`src/rtl/fpm_rr_scheduler.sv`:
```
// fpm_rr_scheduler: round-robin arbiter sharing one combinational binary32 multiplier among NUM_REQ requesters.
// Optional build macro FPM_ARB_ZERO_BYPASS_EN: zero operands skip the multiplier (1-cycle latency).

// Combinational binary32 multiply. It uses round-to-nearest-even. Denormal inputs and
// results flush to signed zero, and exponent overflow saturates to signed infinity with overflow=1.
module fpm_rr_scheduler_fpm (
  input  logic [31:0] a,
  input  logic [31:0] b,
  output logic [31:0] product,
  output logic        overflow
);

  // mn has its leading one at bit 47; the result mantissa is mn[47:24].
  function automatic logic [24:0] round_rne(input logic [47:0] mn);
    logic up;
    up = mn[23] & (mn[24] | (|mn[22:0]));
    return {1'b0, mn[47:24]} + {24'b0, up};
  endfunction

  logic              sign;
  logic [23:0]       ma;
  logic [23:0]       mb;
  logic [47:0]       mp;
  logic [47:0]       mn;
  logic [24:0]       mant_r;
  logic [22:0]       frac;
  logic signed [9:0] exp_sum;
  logic signed [9:0] exp_r;

  always_comb begin
    sign     = a[31] ^ b[31];
    ma       = {1'b1, a[22:0]};
    mb       = {1'b1, b[22:0]};
    mp       = {24'b0, ma} * {24'b0, mb};
    mn       = mp[47] ? mp : {mp[46:0], 1'b0};
    mant_r   = round_rne(mn);
    exp_sum  = $signed({2'b00, a[30:23]}) + $signed({2'b00, b[30:23]}) - 10'sd127;
    exp_r    = exp_sum + $signed({9'b0, mp[47]}) + $signed({9'b0, mant_r[24]});
    frac     = mant_r[24] ? mant_r[23:1] : mant_r[22:0];
    product  = {sign, 31'b0};
    overflow = 1'b0;
    if (a[30:23] != 8'd0 && b[30:23] != 8'd0) begin
      if (exp_r >= 10'sd255) begin
        product  = {sign, 8'hff, 23'b0};
        overflow = 1'b1;
      end else if (exp_r > 10'sd0) begin
        product = {sign, exp_r[7:0], frac};
      end
    end
  end

endmodule

module fpm_rr_scheduler #(
  parameter int NUM_REQ = 4,
  parameter int ID_W    = 2
) (
  input  logic                  clk,
  input  logic                  rst,
  input  logic [NUM_REQ-1:0]    req_valid,
  input  logic [32*NUM_REQ-1:0] req_a,
  input  logic [32*NUM_REQ-1:0] req_b,
  output logic [NUM_REQ-1:0]    req_ready,
  output logic                  resp_valid,
  input  logic                  resp_ready,
  output logic [ID_W-1:0]       resp_id,
  output logic [31:0]           resp_product,
  output logic                  resp_overflow,
  output logic                  busy
);

  typedef enum logic [1:0] {
    IDLE = 2'd0,
    EXEC = 2'd1,
    RESP = 2'd2
  } state_t;

  state_t          state;
  state_t          state_nxt;
  logic [ID_W-1:0] rr_ptr;
  logic [ID_W-1:0] ptr_next;
  logic            grant_vld;
  logic [ID_W-1:0] grant_id;
  logic [31:0]     sel_a;
  logic [31:0]     sel_b;
  logic            zero_hit;
  logic [31:0]     op_a_p0;
  logic [31:0]     op_b_p0;
  logic [ID_W-1:0] op_id_p0;
  logic [31:0]     fpm_product;
  logic            fpm_overflow;

  // First requesting index at or after rr_ptr, wrapping around.
  always_comb begin
    grant_vld = 1'b0;
    grant_id  = '0;
    for (int k = 0; k < NUM_REQ; k++) begin
      if (!grant_vld && req_valid[(int'(rr_ptr) + k) % NUM_REQ]) begin
        grant_vld = 1'b1;
        grant_id  = ID_W'((int'(rr_ptr) + k) % NUM_REQ);
      end
    end
  end

  assign sel_a = req_a[32*int'(grant_id) +: 32];
  assign sel_b = req_b[32*int'(grant_id) +: 32];

`ifdef FPM_ARB_ZERO_BYPASS_EN
  assign zero_hit = (sel_a[30:0] == 31'd0) || (sel_b[30:0] == 31'd0);
`else
  assign zero_hit = 1'b0;
`endif

  assign ptr_next = (op_id_p0 == ID_W'(NUM_REQ - 1)) ? '0 : op_id_p0 + ID_W'(1);
  assign busy     = (state != IDLE);

  always_comb begin
    state_nxt = state;
    req_ready = '0;
    case (state)
      IDLE: begin
        if (rst && grant_vld) begin
          req_ready = NUM_REQ'(1) << grant_id;
          state_nxt = zero_hit ? RESP : EXEC;
        end
      end
      EXEC:    state_nxt = RESP;
      RESP:    if (resp_ready) state_nxt = IDLE;
      default: state_nxt = IDLE;
    endcase
  end

  // p0: operands captured at the grant edge
  always_ff @(posedge clk) begin
    if (state == IDLE && grant_vld) begin
      op_a_p0  <= sel_a;
      op_b_p0  <= sel_b;
      op_id_p0 <= grant_id;
    end
  end

  fpm_rr_scheduler_fpm u_fpm (
    .a        (op_a_p0),
    .b        (op_b_p0),
    .product  (fpm_product),
    .overflow (fpm_overflow)
  );

  // p1: result register, held until the consumer takes it
  always_ff @(posedge clk) begin
    if (!rst) begin
      state         <= IDLE;
      rr_ptr        <= '0;
      resp_valid    <= 1'b0;
      resp_id       <= '0;
      resp_product  <= '0;
      resp_overflow <= 1'b0;
    end else begin
      state <= state_nxt;
      case (state)
        IDLE: begin
          if (grant_vld && zero_hit) begin
            resp_valid    <= 1'b1;
            resp_id       <= grant_id;
            resp_product  <= {sel_a[31] ^ sel_b[31], 31'b0};
            resp_overflow <= 1'b0;
          end
        end
        EXEC: begin
          resp_valid    <= 1'b1;
          resp_id       <= op_id_p0;
          resp_product  <= fpm_product;
          resp_overflow <= fpm_overflow;
        end
        RESP: begin
          if (resp_ready) begin
            resp_valid <= 1'b0;
            rr_ptr     <= ptr_next;
          end
        end
        default: ;
      endcase
    end
  end

endmodule

```
`config.mk`:
```
export PLATFORM = sky130hd
export DESIGN_NAME = fpm_rr_scheduler
export DESIGN_NICKNAME = d
export VERILOG_FILES = /design/src/rtl/fpm_rr_scheduler.sv
export SDC_FILE = /design/constraint.sdc
export NUM_CORES = 2
export LEC_CHECK = 0
export ABC_AREA = 1
export CAP_MARGIN = 20
export CORE_MARGIN = 2
export CORE_UTILIZATION = 29
export DETAILED_ROUTE_END_ITERATION = 8
export GPL_TIMING_DRIVEN = 0
export PLACE_DENSITY_LB_ADDON = 0.2
export SKIP_LAST_GASP = 1
export SLEW_MARGIN = 10
export SYNTH_ARGS = -nofsm -noshare
export SYNTH_HDL_FRONTEND = slang
export SYNTH_SLANG_ARGS = --single-unit
export TNS_END_PERCENT = 1
```
`constraint.sdc`:
```
create_clock -name clk -period 24.2 [get_ports clk]
set_input_delay 2.42 -clock clk [delete_from_list [all_inputs] [get_ports clk]]
set_output_delay 2.42 -clock clk [all_outputs]
set_load 0.1 [all_outputs]
```
==> results.py <==
metrics = {
    "global_route": {
        "use_met2": 0.379,
        "grt_pass1_wl_um": 168000,
        "first_global_vias": 27000,
        "grt.busiest_layer": "met2",
        "use_met1": 0.302,
        "grt_max_degree": 68,
        "antenna_found_initial": 2,
        "track_usage": 0.226,
        "met3_usage": 0.0272,
        "grt_overflow": 0,
    },
    "clock_network": {
        "cts.hold.buffers_added": 0,
        "cts-buffers-inserted": 9,
        "cts_tree": "built",
        "cts_num_sinks": 106,
        "cts_max_level": 3,
        "ctsResizeCount": 0,
        "clock_latency_ns": 0.37,
        "path_clk_slew_ns": 0.08,
        "clockBufferDepth": 2,
        "clockRootBuffer": "clkbuf_16",
        "postCtsSetupBuffers": 0,
    },
    "logic_synthesis": {
        "yosysUniqueCellTypes": 46,
        "ys_seq_elements": 106,
        "yosysSeqAreaShare": 0.0989,
        "syn-num-nets": 4877,
        "synth_edf_count": 66,
        "yosys-top-cells-area": "fa_1, nand2_1, inv_1",
        "syn_area_per_cell_um2": 7.13,
        "synth.most_common_cell": "nand2_1",
        "synth_largest_area_cell": "fa_1",
        "synthCells": 3942,
        "async_flop_share": 0,
        "yosys-top-cells-count": "nand2_1, inv_1, fa_1, nand3_1, ha_1",
        "ys.flop_type": "edfxtp_1",
        "ys_warn_count": 0,
        "yosysTopAreaCellShare": 0.344,
        "syn-cell-area_um2": 28100,
    },
    "cells_and_area": {
        "antenna_cells": 0,
        "syn2layout_area_growth_pct": 17.6,
        "layout.nets": 5192,
        "drive_gt1_frac": 0.0242,
    },
    "timing": {
        "finalHoldViolations": 0,
        "final_max_slew_viol_count": 0,
        "setup_viol": 0,
        "max_clock_freq_mhz": 88.3,
        "whs_ns": 0.469,
        "finClkSkew_ns": 0.00815,
        "worst_slew_pin_slew_ns": 1.20,
        "layout_min_cycle_time_ns": 11.32,
        "rsz0062_at_grt": "no",
        "slew_headroom": 0.202,
        "period_share": 0.468,
        "finalSetupTns_ns": 0,
    },
    "floorplan": {
        "start_util": 0.292,
        "num_io_pins": 304,
        "fp.dieW_um": 315,
        "core_um2": 96400,
        "num_rows": 114,
        "die_h_um": 315,
        "dieArea_um2": 99500,
    },
    "min_path": {
        "holdPathEnd": "resp_product[0]",
        "hold_class": "register to register",
        "worstHoldStart": "resp_product[0]",
        "holdPathStages": 2,
    },
    "worst_setup_path": {
        "critical_path_required_ns": 24.44,
        "crit_path_max_fanout": 10,
        "worstReg2RegEnd": "resp_product[20]",
        "reg2reg_from": "op_b_p0[8]",
        "cp_common_cell": "nand2_1",
        "cpPeakStageDelay_ns": 0.80,
        "ff2ff_setup_slack_ns": 12.88,
        "timing.critical_path.slowest_stage_cell": "edfxtp_1",
        "reg2reg_depth": 54,
        "path_class": "register to register",
        "crit_arrival_ns": 11.56,
        "cp_num_buf_inv": 12,
        "cp-end-kind": "register",
        "path_delay_family": "adder cells",
        "crit_path_start_kind": "register",
    },
    "placed_design": {
        "dp_hpwl_um": 94700,
        "port_buffers": 303,
        "gp_congestion": 0.948,
    },
    "routing": {
        "num_vias": 25800,
        "drtIter0Drc": 2003,
        "wl_per_cell_um": 19.9,
        "remaining_drc_errors": 0,
        "wirelength_um": 110000,
        "drtAntennaViolNets": 0,
        "drt_pre_antenna_iters": 7,
        "viasPerCell": 4.65,
    },
    "status": {
        "status": "complete, no violations",
    },
    "run": {
        "max_cap_viol_count": 0,
    },
}
-- stage by stage --
step                      utilization  setup WS (ns)  instances  cell area [µm²]
after global routing            0.343          11.89       5538            33100
after global placement          0.340          12.90       5521            32800
after detailed placement        0.340          12.84       5522            32800
final                           0.343          12.88       5538            33100
after floorplan                     -          14.98       3942            28100
after CTS                       0.343          12.82       5538            33100
-- cell families after synthesis --
group / share of synthesized area
AOI/OAI and AO/OA: 0.0417
xor gates and xnor gates: 0.0109
buffers and inverters: 0.170
and+or+nand+nor: 0.251
adders and majority gates: 0.428
DFF: 0.0989
-- worst max-delay path by stage --
stage	end	from	slack [ns]	cells after the start
floorplan	req_ready[0]	req_valid[1]	14.98	12
global placement	resp_product[20]	op_a_p0[14]	12.90	56
detailed placement	resp_product[20]	op_a_p0[22]	12.84	54
CTS	resp_product[20]	op_b_p0[8]	12.82	54
global route	resp_product[20]	op_a_p0[15]	11.89	56
finish	resp_product[20]	op_b_p0[8]	12.88	54
-- metal layers --
layer	share of wire	vias up
li1	-	12200
met1	0.43	12600
met2	0.46	905
met3	0.069	123
met4	0.039	0
met5	0	-
-- sequential cells by signal (all words and copies together) (netlist names) --
register and cells:
op_a_p0 32, resp_valid 1, state 2, resp_id 2, resp_product 32, rr_ptr 2, op_id_p0 2, op_b_p0 32
resp_overflow 1
-- final cells by class --
type / instances / area, µm²
repair buffers: 304 / 3050
well taps: 1276 / 1600
fillers: 10600 / 63300
flip-flops and latches: 106 / 2780
inverters: 1111 / 4170
plain buffers: 145 / 599
clock buffers: 10 / 250
clock inverters: 6 / 61.3
multi-input cells: 2580 / 20600
-- cells in the final DEF, fill, tap and decap left out, drive strengths merged --
cell and count:
nor3 14, clkinvlp 1, nand3 298, o21bai 7
inv 1113, a21o 4, xnor2 14, a22oi 65
clkbuf 138, o22ai 3, clkinv 3, nor2 159
o21a 3, o221ai 1, fa 484, a21oi 65
dfxtp 40, clkdlybuf4s50 303, buf 18, a221oi 1
edfxtp 66, o21ai 29, xor2 21, a31oi 3
nand2 1178, ha 188, o211ai 4, nand4 26
nand3b 2, nor4 6, a211oi 1, o2111ai 1
or2 3
-- worst register-to-register path, delay by kind of cell (launching register included) --
family	cells	cell delay, ns
flops	1	0.80
fa+ha+maj	11	4.57
simple gates	29	3.35
buf+inv	12	1.84
compound gates	1	0.50
xor+xnor	1	0.15
Power is left out: the tool's default activity adds up to more than one toggle a clock period on the data nets, which glitch-free logic cannot reach.
